==> src/rtl/mdio_slave_if.sv <==
// Pad-side MDIO signals and host register-file strobe bus for mdio_slave.
`timescale 1ns/1ps
interface mdio_slave_if;
  logic        mdc;
  logic        mdio_in;
  logic        mdio_out;
  logic        mdio_oe;
  logic [4:0]  reg_addr;
  logic        reg_rd;
  logic [15:0] reg_rdata;
  logic        reg_we;
  logic [15:0] reg_wdata;
  logic        frame_err;
  logic        busy;

  modport slave (
    input  mdc, mdio_in, reg_rdata,
    output mdio_out, mdio_oe, reg_addr, reg_rd, reg_we, reg_wdata, frame_err, busy
  );

  modport master (
    output mdc, mdio_in, reg_rdata,
    input  mdio_out, mdio_oe, reg_addr, reg_rd, reg_we, reg_wdata, frame_err, busy
  );
endinterface

==> src/rtl/mdio_slave.sv <==
// Clause 22 MDIO responder: oversamples mdc/mdio on clk, decodes frames and
// serves register reads/writes through a one-cycle strobe interface.
`timescale 1ns/1ps
module mdio_slave #(
  parameter logic [4:0]  PHY_ADDR     = 5'h01,
  parameter int unsigned MIN_PREAMBLE = 32
) (
  input  logic        clk,
  input  logic        rst,
  mdio_slave_if.slave bus
);

  typedef enum logic [3:0] {
    S_IDLE, S_ST, S_OP, S_PHYAD, S_REGAD, S_TA, S_WDATA, S_RDATA, S_SKIP
  } state_t;

  localparam logic [5:0] MIN_PRE = 6'(MIN_PREAMBLE);

  logic mdc_s1, mdc_s2, mdc_s3, mdio_s1, mdio_s2;
  logic mdc_rise, bit_in;

  state_t      state, state_nx;
  logic [4:0]  bit_cnt, bit_cnt_nx;
  logic [5:0]  pre_cnt, pre_cnt_nx;
  logic        is_read, is_read_nx;
  logic        foreign, foreign_nx;
  logic [14:0] in_sh, in_sh_nx;
  logic [15:0] out_sh, out_sh_nx;
  logic [15:0] in_word;

  logic        mdio_out_q, mdio_out_nx;
  logic        mdio_oe_q, mdio_oe_nx;
  logic [4:0]  reg_addr_q, reg_addr_nx;
  logic        reg_rd_q, reg_rd_nx;
  logic        reg_we_q, reg_we_nx;
  logic [15:0] reg_wdata_q, reg_wdata_nx;
  logic        frame_err_q, frame_err_nx;
  logic        busy_q, busy_nx;

  assign mdc_rise = mdc_s2 & ~mdc_s3;
  assign bit_in   = mdio_s2;
  assign in_word  = {in_sh, bit_in};

  always_ff @(posedge clk) begin
    if (rst) begin
      mdc_s1  <= 1'b1;
      mdc_s2  <= 1'b1;
      mdc_s3  <= 1'b1;
      mdio_s1 <= 1'b1;
      mdio_s2 <= 1'b1;
    end else begin
      mdc_s1  <= bus.mdc;
      mdc_s2  <= mdc_s1;
      mdc_s3  <= mdc_s2;
      mdio_s1 <= bus.mdio_in;
      mdio_s2 <= mdio_s1;
    end
  end

  always_ff @(posedge clk) begin
    if (rst) begin
      state       <= S_IDLE;
      bit_cnt     <= '0;
      pre_cnt     <= '0;
      is_read     <= 1'b0;
      foreign     <= 1'b0;
      in_sh       <= '0;
      out_sh      <= '0;
      mdio_out_q  <= 1'b0;
      mdio_oe_q   <= 1'b0;
      reg_addr_q  <= '0;
      reg_rd_q    <= 1'b0;
      reg_we_q    <= 1'b0;
      reg_wdata_q <= '0;
      frame_err_q <= 1'b0;
      busy_q      <= 1'b0;
    end else begin
      state       <= state_nx;
      bit_cnt     <= bit_cnt_nx;
      pre_cnt     <= pre_cnt_nx;
      is_read     <= is_read_nx;
      foreign     <= foreign_nx;
      in_sh       <= in_sh_nx;
      out_sh      <= out_sh_nx;
      mdio_out_q  <= mdio_out_nx;
      mdio_oe_q   <= mdio_oe_nx;
      reg_addr_q  <= reg_addr_nx;
      reg_rd_q    <= reg_rd_nx;
      reg_we_q    <= reg_we_nx;
      reg_wdata_q <= reg_wdata_nx;
      frame_err_q <= frame_err_nx;
      busy_q      <= busy_nx;
    end
  end

  always_comb begin
    state_nx     = state;
    bit_cnt_nx   = bit_cnt;
    pre_cnt_nx   = pre_cnt;
    is_read_nx   = is_read;
    foreign_nx   = foreign;
    in_sh_nx     = in_sh;
    out_sh_nx    = out_sh;
    mdio_out_nx  = mdio_out_q;
    mdio_oe_nx   = mdio_oe_q;
    reg_addr_nx  = reg_addr_q;
    reg_rd_nx    = 1'b0;
    reg_we_nx    = 1'b0;
    reg_wdata_nx = reg_wdata_q;
    frame_err_nx = 1'b0;
    busy_nx      = busy_q;

    if (mdc_rise) begin
      in_sh_nx   = in_word[14:0];
      bit_cnt_nx = bit_cnt + 5'd1;
      case (state)
        S_IDLE: begin
          if (bit_in) begin
            if (pre_cnt != '1) pre_cnt_nx = pre_cnt + 6'd1;
          end else begin
            pre_cnt_nx = '0;
            if (pre_cnt >= MIN_PRE) state_nx = S_ST;
          end
        end
        S_ST: begin
          if (bit_in) begin
            state_nx = S_OP;
            busy_nx  = 1'b1;
          end else begin
            state_nx = S_IDLE;
          end
        end
        S_OP: begin
          if (bit_cnt == 5'd1) begin
            case (in_word[1:0])
              2'b10: begin is_read_nx = 1'b1; state_nx = S_PHYAD; end
              2'b01: begin is_read_nx = 1'b0; state_nx = S_PHYAD; end
              default: begin frame_err_nx = 1'b1; state_nx = S_SKIP; end
            endcase
          end
        end
        S_PHYAD: begin
          if (bit_cnt == 5'd4) begin
            foreign_nx = (in_word[4:0] != PHY_ADDR);
            state_nx   = S_REGAD;
          end
        end
        S_REGAD: begin
          if (bit_cnt == 5'd4) begin
            if (foreign) begin
              state_nx = S_SKIP;
            end else begin
              reg_addr_nx = in_word[4:0];
              reg_rd_nx   = is_read;
              state_nx    = S_TA;
            end
          end
        end
        S_TA: begin
          if (bit_cnt == 5'd0 && is_read) begin
            out_sh_nx   = bus.reg_rdata;
            mdio_oe_nx  = 1'b1;
            mdio_out_nx = 1'b0;
          end
          if (bit_cnt == 5'd1) begin
            // Second TA edge already presents data[15], so RDATA sees 15 more bits.
            if (is_read) begin
              mdio_out_nx = out_sh[15];
              out_sh_nx   = {out_sh[14:0], 1'b0};
              state_nx    = S_RDATA;
            end else begin
              state_nx = S_WDATA;
            end
          end
        end
        S_WDATA: begin
          if (bit_cnt == 5'd15) begin
            reg_we_nx    = 1'b1;
            reg_wdata_nx = in_word;
            state_nx     = S_IDLE;
          end
        end
        S_RDATA: begin
          if (bit_cnt == 5'd15) begin
            mdio_oe_nx  = 1'b0;
            mdio_out_nx = 1'b0;
            state_nx    = S_IDLE;
          end else begin
            mdio_out_nx = out_sh[15];
            out_sh_nx   = {out_sh[14:0], 1'b0};
          end
        end
        S_SKIP: begin
          if (bit_cnt == 5'd17) state_nx = S_IDLE;
        end
        default: state_nx = S_IDLE;
      endcase

      if (state_nx != state) bit_cnt_nx = '0;
      if (state_nx == S_IDLE && state != S_IDLE) begin
        busy_nx    = 1'b0;
        pre_cnt_nx = '0;
      end
    end
  end

  assign bus.mdio_out  = mdio_out_q;
  assign bus.mdio_oe   = mdio_oe_q;
  assign bus.reg_addr  = reg_addr_q;
  assign bus.reg_rd    = reg_rd_q;
  assign bus.reg_we    = reg_we_q;
  assign bus.reg_wdata = reg_wdata_q;
  assign bus.frame_err = frame_err_q;
  assign bus.busy      = busy_q;

endmodule

==> src/flat_wrapper.sv <==
// flat-port wrapper written by rule: the top's interface ports become plain ports
module mdio_slave_flat 
#(
  parameter logic [4:0]  PHY_ADDR     = 5'h01,
  parameter int unsigned MIN_PREAMBLE = 32
)
  (clk, rst, bus_mdc, bus_mdio_in, bus_reg_rdata, bus_mdio_out, bus_mdio_oe, bus_reg_addr, bus_reg_rd, bus_reg_we, bus_reg_wdata, bus_frame_err, bus_busy);
  mdio_slave_if bus_i ();
  input  logic clk;
  input  logic rst;
  input wire logic [$bits(bus_i.mdc)-1:0] bus_mdc;
  input wire logic [$bits(bus_i.mdio_in)-1:0] bus_mdio_in;
  input wire logic [$bits(bus_i.reg_rdata)-1:0] bus_reg_rdata;
  output wire logic [$bits(bus_i.mdio_out)-1:0] bus_mdio_out;
  output wire logic [$bits(bus_i.mdio_oe)-1:0] bus_mdio_oe;
  output wire logic [$bits(bus_i.reg_addr)-1:0] bus_reg_addr;
  output wire logic [$bits(bus_i.reg_rd)-1:0] bus_reg_rd;
  output wire logic [$bits(bus_i.reg_we)-1:0] bus_reg_we;
  output wire logic [$bits(bus_i.reg_wdata)-1:0] bus_reg_wdata;
  output wire logic [$bits(bus_i.frame_err)-1:0] bus_frame_err;
  output wire logic [$bits(bus_i.busy)-1:0] bus_busy;
  assign bus_i.mdc = bus_mdc;
  assign bus_i.mdio_in = bus_mdio_in;
  assign bus_i.reg_rdata = bus_reg_rdata;
  assign bus_mdio_out = bus_i.mdio_out;
  assign bus_mdio_oe = bus_i.mdio_oe;
  assign bus_reg_addr = bus_i.reg_addr;
  assign bus_reg_rd = bus_i.reg_rd;
  assign bus_reg_we = bus_i.reg_we;
  assign bus_reg_wdata = bus_i.reg_wdata;
  assign bus_frame_err = bus_i.frame_err;
  assign bus_busy = bus_i.busy;
  mdio_slave #(.PHY_ADDR(PHY_ADDR), .MIN_PREAMBLE(MIN_PREAMBLE)) u_core (.clk(clk), .rst(rst), .bus(bus_i));
endmodule
==> config.mk <==
export PLATFORM = sky130hd
export DESIGN_NAME = mdio_slave_flat
export DESIGN_NICKNAME = d
export VERILOG_FILES = /design/src/rtl/mdio_slave_if.sv /design/src/rtl/mdio_slave.sv /design/src/flat_wrapper.sv
export SDC_FILE = /design/constraint.sdc
export NUM_CORES = 1
export LEC_CHECK = 0
export BUFFER_PORTS_ARGS = -buffer_cell sky130_fd_sc_hd__buf_4
export CORE_ASPECT_RATIO = 1.25
export CORE_MARGIN = 3
export CORE_UTILIZATION = 31
export DETAILED_ROUTE_END_ITERATION = 8
export GPL_TIMING_DRIVEN = 1
export SETUP_SLACK_MARGIN = 0.4
export SLEW_MARGIN = 20
export SYNTH_ARGS = -nofsm -noshare
export SYNTH_HDL_FRONTEND = slang
export SYNTH_SLANG_ARGS = --single-unit
export TNS_END_PERCENT = 30
==> constraint.sdc <==
create_clock -name clk -period 3.1 [get_ports clk]
set_input_delay 0 -clock clk [delete_from_list [all_inputs] [get_ports clk]]
set_output_delay 0 -clock clk [all_outputs]
set_load 0.02 [all_outputs]
==> metrics.txt <==
Slew @ Worst Pin 625 ps; hold slack 57.0 ps; number of global-route vias before repair 2949; Final Cell Area 4310 um^2; Clock Path Buffers 2; Yosys Warn Count 0; Final WS setup 562 ps; total die area 12700 um^2; CTS HTree Levels 3; Worst Skew 9.78 ps; Max IR drop VDD 0.248 mV; Final Wtd Congestion 0.828; power per cell area 512 nW/um^2; Post-DRT Antenna Nets 0; Worst setup SP type register; Max Freq 394 MHz; Starting Density 32.4%; clock sinks 80; worst-skew pair later-pin latency 330 ps; I/O Buffers 46; Post-synth ARST share 0%; post-layout util 39.6%; # DRC 0; diode count 0; Die W 101 um; WL final 8540 um; GRT Overall Usage 13.6%; Area Growth Syn to Fin 22.0%; Critical Path Sink Type register; largest net degree at the start of global routing 42; Worst Hold Class input pin to register; EDFF count, synth 0; Syn Inst Count 424; Synthesized Nets 450; Initial DRC Count 253; WP data arrival 2730 ps; Fin Setup TNS 0 ps; outcome finished clean; P_leak 1.53 nW; Yosys cell types 51; Final Hold Viols 0; Final Critical Period 2540 ps; synthesized area 3530 um^2; CTS tree done; Max-Slew Margin vs Limit 58.4%; Final Max Tran Viols 0; Reg clk slew, reported paths 60 ps; CP required 3290 ps; post-synthesis sequential area ratio 45.4%; HPWL Detailed 5550 um; WL/cell 14.3 um; drt pass-1 iters 4; Mapped Avg Cell Area 8.32 um^2; root buf cell clkbuf_16; Crit Path Class register to register; Rows 42; maximum fanout along the worst path 6; Final Cycle Share 81.9%; RSZ-0062 raised after global routing false; antenna violations before repair 0; drt via density 5.22; max_cap viols 0; Primary FF master, synth dfxtp_1; share of cells above drive strength 1 18.5%; Nets 485; gr ovfl total 0; first-pass GRT wire length 14200 um; pre-CTS setup slack 502 ps; total CTS buffers 9; vias 3110; standard cell core area 10900 um^2; die height 125 um; final setup violating endpoints 0; post-synthesis register bit count 80; io pins 47; DP Area 3950 um^2
[cells in the mapped netlist (6+ instances only)]
cell type  count  area, um^2
a21oi_1       43         215
nor3_1         6        30.0
nor2_1        41         154
nand2_1       80         300
ha_1           6        75.1
dfxtp_1       80        1600
a211oi_1      19         143
nand2b_1       8        50.1
a22oi_1       16         120
clkbuf_1      25        93.8
inv_1          9        33.8
or2_2          6        37.5
nand3_1        9        45.0
[area by class of cell]
class / instances / area [um^2]
sequential: 80 / 1600
tap: 132 / 165
multi-input combinational: 302 / 1770
inverter: 9 / 33.8
clock buffer: 9 / 225
fill: 1094 / 6570
timing repair buffer: 57 / 435
clock inverter: 7 / 77.6
[final timing paths]
check	start	to	slack, ps	depth (start not counted)
setup / recovery	u_core.bit_cnt[0]	u_core.pre_cnt[0]	560	9
hold / removal	bus_reg_rdata[6]	register	60	3
setup reg to reg	u_core.bit_cnt[0]	u_core.pre_cnt[0]	560	9
hold reg to reg	u_core.mdc_s1	u_core.mdc_s2	410	1
[logic make-up (layout without fill, tap and decap cells)]
logic type | after synthesis | in the layout | synth area share, %
simple gates | 183 | 183 | 25.8
fa+ha+maj | 6 | 6 | 2.13
buf+inv | 42 | 82 | 4.96
flops | 80 | 80 | 45.4
compound gates | 107 | 107 | 20.1
mux | 5 | 5 | 1.42
xor+xnor | 1 | 1 | 0.248
[metal layers]
layer  wire length (um)  GRT usage [%]
met1               3960           17.6
met4                172           5.79
met2               3970           21.5
met5                  0              0
met3                434           3.51
[stage by stage]
stage               std cells  power, W
floorplan                 424   0.00112
global placement          576   0.00116
detailed placement        576   0.00116
CTS                       595   0.00223
global route              596   0.00228
finish                    596   0.00221
[what timing repair did]
item | 4_1_cts | 5_1_grt
gates resized for setup | 0 | 3
setup buffers | 0 | 1
hold endpoints to repair | 3 | 0
hold buffers | 3 | 0
setup endpoints to repair | 0 | 13
[cell usage in the layout, fill, tap and decap left out, drive strengths merged, types with 5 or more instances in the layout]
cell / Yosys / final
ha: 6 / 6
nand3: 9 / 9
a211oi: 19 / 19
nor4b: 8 / 8
nand2: 80 / 80
buf: 8 / 54
a22oi: 16 / 16
dfxtp: 80 / 80
inv: 9 / 11
nor3: 6 / 6
or2: 6 / 6
nor2: 41 / 41
mux2i: 5 / 5
nand2b: 8 / 8
clkbuf: 25 / 9
a21oi: 43 / 43
and3: 5 / 5
nor2b: 5 / 5
[power by group]
group	leakage, nW	internal, W	switching, W
Combinational	0.738	0.0000440	0.0000540
Sequential	0.646	0.00103	0.00000926
Clock	0.146	0.000630	0.000436
Total	1.53	0.00171	0.000499
[worst max-delay path, cell delays in order, from the launching register on]
cell and delay, ps:
dfxtp_1 420, ha_1 210, nor4b_4 300, nand2_1 100
a222oi_1 490, buf_4 210, nor4b_4 220, o21a_1 260
nand2b_1 130, a21oi_1 60
No activity file was read; power rests on OpenSTA's default activity.
